### src/rtl/register_file_if.sv
// register_file_if: decoder/ROB facing signals of the architectural register file.
// The decoder and ROB side use the master modport, the register file the slave.
interface register_file_if;
   logic        flush;
   logic        rename_en;
   logic [4:0]  rename_regid;
   logic [4:0]  rename_vregid;
   logic        writeback_en;
   logic [4:0]  writeback_id;
   logic [4:0]  writeback_dependency;
   logic [31:0] writeback_val;
   logic [4:0]  query_regid1;
   logic [4:0]  query_regid2;
   logic        query_busy1;
   logic [4:0]  query_vregid1;
   logic [31:0] query_val1;
   logic        query_busy2;
   logic [4:0]  query_vregid2;
   logic [31:0] query_val2;

   modport master (
      output flush, rename_en, rename_regid, rename_vregid,
      output writeback_en, writeback_id, writeback_dependency, writeback_val,
      output query_regid1, query_regid2,
      input  query_busy1, query_vregid1, query_val1,
      input  query_busy2, query_vregid2, query_val2
   );

   modport slave (
      input  flush, rename_en, rename_regid, rename_vregid,
      input  writeback_en, writeback_id, writeback_dependency, writeback_val,
      input  query_regid1, query_regid2,
      output query_busy1, query_vregid1, query_val1,
      output query_busy2, query_vregid2, query_val2
   );
endinterface

### src/rtl/register_file.sv
// register_file: 32 x 32-bit architectural registers, each with a busy bit and
// the ROB index of its newest in-flight producer. Register 0 is hardwired zero.
// Query ports are combinational and bypass a same-cycle matching commit.
module register_file (
   input logic            clk,
   input logic            rst,
   register_file_if.slave bus
);

   logic [31:0] r_val [32];
   logic [31:0] r_busy;
   logic [4:0]  r_tag [32];

   logic        w_wb_valid;
   logic        w_ren_valid;
   logic        w_wb_clear;
   logic [37:0] w_q1;
   logic [37:0] w_q2;

   // Resolve one query port; result packed as {busy, vregid, val}.
   function automatic logic [37:0] f_query(
      input logic [4:0]  regid,
      input logic        busy,
      input logic [4:0]  tag,
      input logic [31:0] val,
      input logic        wb_en,
      input logic [4:0]  wb_id,
      input logic [4:0]  wb_dep,
      input logic [31:0] wb_val
   );
      logic [37:0] res;
      if (regid == 5'd0) begin
         res = {1'b0, 5'd0, 32'd0};
      end else if (!busy) begin
         res = {1'b0, 5'd0, val};
      end else if (wb_en && (wb_id == regid) && (wb_dep == tag)) begin
         // producer commits right now: forward its value
         res = {1'b0, 5'd0, wb_val};
      end else begin
         res = {1'b1, tag, val};
      end
      return res;
   endfunction

   // Decode which updates take effect at the next edge.
   always_comb begin
      w_wb_valid  = bus.writeback_en && (bus.writeback_id != 5'd0);
      w_ren_valid = bus.rename_en && (bus.rename_regid != 5'd0) && !bus.flush;
      // only the newest producer may clear busy, and a same-cycle rename wins
      w_wb_clear  = w_wb_valid
                    && r_busy[bus.writeback_id]
                    && (r_tag[bus.writeback_id] == bus.writeback_dependency)
                    && !(bus.rename_en && (bus.rename_regid == bus.writeback_id));
   end

   // Register values: committed results land unconditionally, even during flush.
   always_ff @(posedge clk) begin
      if (rst) begin
         for (int i = 0; i < 32; i++) begin
            r_val[i] <= 32'd0;
         end
      end else if (w_wb_valid) begin
         r_val[bus.writeback_id] <= bus.writeback_val;
      end
   end

   // Busy bits and rename tags: flush drops every pending rename.
   always_ff @(posedge clk) begin
      if (rst) begin
         r_busy <= 32'd0;
         for (int i = 0; i < 32; i++) begin
            r_tag[i] <= 5'd0;
         end
      end else if (bus.flush) begin
         r_busy <= 32'd0;
      end else begin
         if (w_wb_clear) begin
            r_busy[bus.writeback_id] <= 1'b0;
         end
         if (w_ren_valid) begin
            r_busy[bus.rename_regid] <= 1'b1;
            r_tag[bus.rename_regid]  <= bus.rename_vregid;
         end
      end
   end

   // Combinational operand lookup for both source ports.
   always_comb begin
      w_q1 = f_query(bus.query_regid1, r_busy[bus.query_regid1], r_tag[bus.query_regid1],
                     r_val[bus.query_regid1], bus.writeback_en, bus.writeback_id,
                     bus.writeback_dependency, bus.writeback_val);
      w_q2 = f_query(bus.query_regid2, r_busy[bus.query_regid2], r_tag[bus.query_regid2],
                     r_val[bus.query_regid2], bus.writeback_en, bus.writeback_id,
                     bus.writeback_dependency, bus.writeback_val);
   end

   assign {bus.query_busy1, bus.query_vregid1, bus.query_val1} = w_q1;
   assign {bus.query_busy2, bus.query_vregid2, bus.query_val2} = w_q2;

endmodule

### src/flat_wrapper.sv
// flat-port wrapper written by rule: the top's interface ports become plain ports
module register_file_flat 
  (clk, rst, bus_flush, bus_rename_en, bus_rename_regid, bus_rename_vregid, bus_writeback_en, bus_writeback_id, bus_writeback_dependency, bus_writeback_val, bus_query_regid1, bus_query_regid2, bus_query_busy1, bus_query_vregid1, bus_query_val1, bus_query_busy2, bus_query_vregid2, bus_query_val2);
  register_file_if bus_i ();
  input logic clk;
  input logic rst;
  input wire logic [$bits(bus_i.flush)-1:0] bus_flush;
  input wire logic [$bits(bus_i.rename_en)-1:0] bus_rename_en;
  input wire logic [$bits(bus_i.rename_regid)-1:0] bus_rename_regid;
  input wire logic [$bits(bus_i.rename_vregid)-1:0] bus_rename_vregid;
  input wire logic [$bits(bus_i.writeback_en)-1:0] bus_writeback_en;
  input wire logic [$bits(bus_i.writeback_id)-1:0] bus_writeback_id;
  input wire logic [$bits(bus_i.writeback_dependency)-1:0] bus_writeback_dependency;
  input wire logic [$bits(bus_i.writeback_val)-1:0] bus_writeback_val;
  input wire logic [$bits(bus_i.query_regid1)-1:0] bus_query_regid1;
  input wire logic [$bits(bus_i.query_regid2)-1:0] bus_query_regid2;
  output wire logic [$bits(bus_i.query_busy1)-1:0] bus_query_busy1;
  output wire logic [$bits(bus_i.query_vregid1)-1:0] bus_query_vregid1;
  output wire logic [$bits(bus_i.query_val1)-1:0] bus_query_val1;
  output wire logic [$bits(bus_i.query_busy2)-1:0] bus_query_busy2;
  output wire logic [$bits(bus_i.query_vregid2)-1:0] bus_query_vregid2;
  output wire logic [$bits(bus_i.query_val2)-1:0] bus_query_val2;
  assign bus_i.flush = bus_flush;
  assign bus_i.rename_en = bus_rename_en;
  assign bus_i.rename_regid = bus_rename_regid;
  assign bus_i.rename_vregid = bus_rename_vregid;
  assign bus_i.writeback_en = bus_writeback_en;
  assign bus_i.writeback_id = bus_writeback_id;
  assign bus_i.writeback_dependency = bus_writeback_dependency;
  assign bus_i.writeback_val = bus_writeback_val;
  assign bus_i.query_regid1 = bus_query_regid1;
  assign bus_i.query_regid2 = bus_query_regid2;
  assign bus_query_busy1 = bus_i.query_busy1;
  assign bus_query_vregid1 = bus_i.query_vregid1;
  assign bus_query_val1 = bus_i.query_val1;
  assign bus_query_busy2 = bus_i.query_busy2;
  assign bus_query_vregid2 = bus_i.query_vregid2;
  assign bus_query_val2 = bus_i.query_val2;
  register_file u_core (.clk(clk), .rst(rst), .bus(bus_i));
endmodule
### config.mk
export PLATFORM = sky130hd
export DESIGN_NAME = register_file_flat
export DESIGN_NICKNAME = d
export VERILOG_FILES = /design/src/rtl/register_file_if.sv /design/src/rtl/register_file.sv /design/src/flat_wrapper.sv
export SDC_FILE = /design/constraint.sdc
export NUM_CORES = 2
export LEC_CHECK = 0
export ABC_CLOCK_PERIOD_IN_PS = 6900
export CAP_MARGIN = 20
export CORE_MARGIN = 8
export CORE_UTILIZATION = 45
export DETAILED_ROUTE_END_ITERATION = 8
export PLACE_DENSITY_LB_ADDON = 0.3
export SYNTH_ARGS = -nofsm -noshare
export SYNTH_HDL_FRONTEND = slang
export SYNTH_SLANG_ARGS = --single-unit
export TNS_END_PERCENT = 20
### constraint.sdc
create_clock -name clk -period 6.9 [get_ports clk]
set_input_delay 2.07 -clock clk [delete_from_list [all_inputs] [get_ports clk]]
set_output_delay 2.07 -clock clk [all_outputs]
set_load 0.02 [all_outputs]
Word-level counts from Yosys, hierarchy flattened

Memory sizes are Yosys's and may differ from the RTL's.
Cells that the tools add are included.

Bits of input ports: 67
Memory bits (writable): 1,184
Memories: 2
Flip-flop bits (word level): 32
Word-level logic and storage cells: 75

Memory list:

| memory       | words | bits a word | read ports | clocked after Yosys merged registers in | wr ports | RTL line            | RTL |
|---|---|---|---|---|---|---|---|
| u_core.r_val | 32    | 32          | 2          | 0                                       | 32       | register_file.sv:10 | `logic [31:0] r_val [32];` |
| u_core.r_tag | 32    | 5           | 3          | 0                                       | 32       | register_file.sv:12 | `logic [4:0] r_tag [32];` |

Reductions and logical operators: 22
Equal/unequal tests: 6
Magnitude comparators: 6
Muxes and demuxes: 35
Bitwise operators: 3

Operators with widths:

| cell                                                 | number |
|---|---|
| two-way mux 38 bit                                   | 6 |
| two-way mux 32 bit                                   | 5 |
| AND 32 bit                                           | 1 |
| NOT 32 bit                                           | 1 |
| bitwise OR 32 bit                                    | 1 |
| OR reduction 32 bit                                  | 1 |
| == test 5 bit                                        | 6 |
| < comparator 5 x 6 -> 1 bit (second input constant)  | 4 |
| two-way mux 1 bit                                    | 16 |
| binary-select mux 1 bit (select 5 bit)               | 3 |
| two-way mux 5 bit                                    | 3 |
| logical AND 1 bit                                    | 13 |
| demux 1 bit (select 5 bit)                           | 2 |
| >= comparator 5 x 1 -> 1 bit (second input constant) | 2 |
| logical NOT 5 bit                                    | 2 |
| nonzero test 5 bit                                   | 2 |
| OR reduction 5 bit                                   | 1 |
| logical NOT 1 bit                                    | 2 |
| OR reduction 2 bit                                   | 1 |

Longest topological paths before layout

Depth after elaboration: 11
Gate-level depth with buffers: 14
Mapped depth without buffers: 7

Worst setup path after synthesis

No wires, ideal clock.

Path type: input to output
Start: input bus_query_regid2[0]
End: output bus_query_val2[10]
Stages: 9
Setup slack: 0.040 ns
Path buffers: 3
Data arrival time: 4.790 ns
Cells stage by stage: buf_4 -> buf_4 -> mux4_2 -> a211o_1 -> and3b_1 -> nor4b_4 -> buf_2 -> a41oi_1 -> a211oi_1

Longest elaborated chain between the ends: 6

RTL lines:

| item                                                             | RTL line            | RTL |
|---|---|---|
| start, declared                                                  | flat_wrapper.sv:16  | `input wire logic [$bits(bus_i.query_regid2)-1:0] bus_query_regid2;` |
| memory read (32 x 5 bit) / == test 5 bit (equally long branches) | n/a                 |  |
| == test 5 bit / logical AND 1 bit (equally long branches)        | register_file.sv:36 | `end else if (wb_en && (wb_id == regid) && (wb_dep == tag)) begin` |
| logical AND 1 bit                                                | register_file.sv:36 |  |
| two-way mux 38 bit                                               | register_file.sv:36 |  |
| two-way mux 38 bit                                               | register_file.sv:34 | `end else if (!busy) begin` |
| two-way mux 38 bit (*)                                           | register_file.sv:32 | `if (regid == 5'd0) begin` |
| end, declared                                                    | flat_wrapper.sv:22  | `output wire logic [$bits(bus_i.query_val2)-1:0] bus_query_val2;` |

Mark *: on every way between the ends. The rest lies on a longest branch, timed or not. The select of a mux whose other input is x is not followed.

Worst setup path after layout

Start: input bus_query_regid1[0]
End: output bus_query_val1[13]

Longest elaborated chain between the ends: 6

RTL lines:

| item                                                             | RTL line            | RTL |
|---|---|---|
| start, declared                                                  | flat_wrapper.sv:15  | `input wire logic [$bits(bus_i.query_regid1)-1:0] bus_query_regid1;` |
| memory read (32 x 5 bit) / == test 5 bit (equally long branches) | n/a                 |  |
| == test 5 bit / logical AND 1 bit (equally long branches)        | register_file.sv:36 |  |
| logical AND 1 bit                                                | register_file.sv:36 |  |
| two-way mux 38 bit                                               | register_file.sv:36 |  |
| two-way mux 38 bit                                               | register_file.sv:34 |  |
| two-way mux 38 bit (*)                                           | register_file.sv:32 |  |
| end, declared                                                    | flat_wrapper.sv:19  | `output wire logic [$bits(bus_i.query_val1)-1:0] bus_query_val1;` |

Marked as above.

==> impl_metrics.tcl <==
set metrics [dict create \
    status "complete, but fails checks" \
    violations "setup timing" \
    wire_per_inst_um 34.7 \
    cp.arrival_ns 4.99 \
    cts_num_sinks 1216 \
    yosysWarningCount 0 \
    crit_fanout 6 \
    dieArea_um2 163000 \
    fin_worst_skew_ns 0.0288 \
    grt_pass1_vias 48600 \
    clk_latency_ns 0.78 \
    drt-initial-drc-count 7550 \
    crit_required_ns 4.83 \
    dr.pass1.iters 6 \
    power.density_nw_per_um2 242 \
    peakVddDrop_uv 195 \
    root_buffer "clkbuf_16" \
    antenna_found_initial 7 \
    hpwl_um 148000 \
    layout_setup_ws_ns -0.159 \
    cp-start-kind "input pin" \
    totalPowerFinal_uw 18800 \
    ys_ff_latch 1216 \
    met2_length_um 109000 \
    async_flop_share_pct 0 \
    hp-class "flop to flop" \
    wl_um 245000 \
    worst_pin_slew_ns 1.18 \
    initial_core_util_pct 45.3 \
    yosysTopAreaCell "edfxtp_1" \
    cts-buffers-inserted 136 \
    syn_area_um2 67700 \
    synth_area_leaders "edfxtp_1, mux4_2, nor3_1" \
    num_rows 142 \
    globalRouteTotalUtil_pct 29.1 \
    drc 0 \
    fin_area_um2 78000 \
    ant_nets 0 \
    min_from "u_core.r_busy[26]" \
    synth_cells 4871 \
    fmax_ghz 0.142 \
    final_nets 5000 \
    grt_max_degree 155 \
    cts_tree "done" \
    fin_util_pct 52.1 \
    boundaryPins 143 \
    cap_violations 0 \
    gp_congestion 0.963 \
    core_um2 150000 \
    drv_slew 0 \
    die-width_um 404 \
    synth_edf_count 1184 \
    finalSetupViolCount 56 \
    die_height_um 404 \
    gr-total-overflow 0 \
    fin_crit_sh_pct 102 \
    cts_buffer_depth 3 \
    fill_cells 12600 \
    startpoint "bus_query_regid1[0]" \
    slew_headroom_pct 21.5 \
    rsz0062_at_grt "yes" \
    io_buffers 142 \
    path_clk_slew_ns 0.06 \
    dr_wl_met3_um 34200 \
    placed_area_um2 73400 \
    top_layer_used "met5" \
    viasPerCell 7.03 \
    p_leak_uw 0.0255 \
    finalCriticalPeriod_ns 7.06 \
    drive_above_1_share_pct 29.0 \
    hold_violations 0 \
    endpoint_kind "output pin" \
    yosysUniqueCellTypes 69 \
    avgSynthCellArea_um2 13.9 \
    wl_met1_um 88500 \
    pre_cts_slack_ns -0.823 \
    cts_htree_levels 4 \
    reg2reg_from "u_core.r_tag[31][4]" \
    yosysSeqAreaShare_pct 53.4 \
    synth-main-ff-cell "edfxtp_1" \
    yosysTopAreaCellShare_pct 52.5 \
    vias 49600 \
    area.growth.synth_to_final_pct 15.2 \
    grt_first_pass_wirelength_um 348000 \
    worstSetupPathType "input pin to output pin" \
]
metrics by stage:
step                      instances  TNS (ns)  hold WS, ns
after floorplan                4907         0        0.448
after global placement         6798    -45.61        0.485
after detailed placement       6799    -46.63        0.487
after CTS                      7052     -3.23        0.496
after global routing           7058     -8.85        0.513
final                          7063     -4.63        0.502
cells in the final DEF, fill, tap and decap left out, types with 61 or more instances in the layout:
cell type,synthesis,final
edfxtp_1,1184,1184
nor3_1,1003,998
mux4_2,625,626
buf_4,27,340
nand2_1,227,225
mux2i_1,203,200
clkbuf_16,0,141
and2_1,98,98
buf_12,1,85
and3_1,73,72
mux2_2,67,67
o21ai_0,92,61
final timing paths:
path / cells after the start / slack [ns] / end
hold / removal: 2 / 0.50 / u_core.r_busy[26]
setup / recovery: 13 / -0.16 / bus_query_val1[13]
setup reg to reg: 8 / 3.99 / u_core.r_busy[4]
hold reg to reg: 2 / 0.50 / u_core.r_busy[26]
synthesized netlist by cell type, drive strengths merged, types with 10 or more instances:
library cell / instances
edfxtp: 1184
nor3: 1003
mux4: 634
clkbuf: 487
nand2: 227
mux2i: 203
buf: 165
o21ai: 104
and2: 98
mux2: 75
and3: 73
nor2: 58
a22oi: 53
a21oi: 41
a211oi: 40
o221ai: 40
inv: 37
a41oi: 32
dfxtp: 32
o22ai: 26
a221oi: 22
nand3: 20
nand3b: 19
nor4: 19
a22o: 14
xnor2: 12
a31o: 11
xor2: 11
nand4: 10
state kept, by name (all words and copies together) (netlist names):
register,flops
u_core.r_busy,32
u_core.r_tag,160
u_core.r_val,1024
power breakdown:
group / switching, uW / leakage, uW / internal (uW)
Combinational: 1750 / 0.0118 / 1230
Sequential: 230 / 0.0115 / 8500
Clock: 3140 / 0.00208 / 4000
Total: 5120 / 0.0255 / 13700
worst max-delay path, cell delays in order:
cell and delay [ns]:
buf_12 0.10, buf_12 0.11, buf_8 0.10, mux4_2 0.50, a211o_1 0.38, a2111o_1 0.48, a221oi_4 0.29, nand3_4 0.11
buf_12 0.18, buf_12 0.14, mux2i_1 0.16, buf_4 0.21, buf_6 0.14
layer usage:
metal  track usage, %  vias up
met5                0        -
met4             13.4        4
met3             8.33      672
met2             43.7     3904
met1             39.5    25300
li1                 -    19800
repair_timing:
action	in CTS	in global routing
setup buffers	4	5
hold buffers	0	0
endpoints found under the setup margin	76	74
gates cloned	2	2
pin swaps	14	14
gates resized for setup	365	39
layout make-up:
cell class                      count  area, um^2  share of cell area, %
Sequential cell                  1216       36200                   46.4
Tap cell                         2016        2520                   3.23
Clock inverter                     83         727                  0.932
Antenna cell                        5        12.5                 0.0160
Clock buffer                      164        3580                   4.59
Timing Repair Buffer              540        5470                   7.01
Inverter                           45         171                  0.220
Multi-Input combinational cell   2994       29300                   37.6
kinds of logic after synthesis:
kind of cell,synth area share (%)
and+or+nand+nor,11.9
DFF,53.4
muxes,25.4
other,0.00554
buffers and inverters,4.42
AOI/OAI and AO/OA,4.61
xor gates and xnor gates,0.297
(Power assumes the default switching activity.)
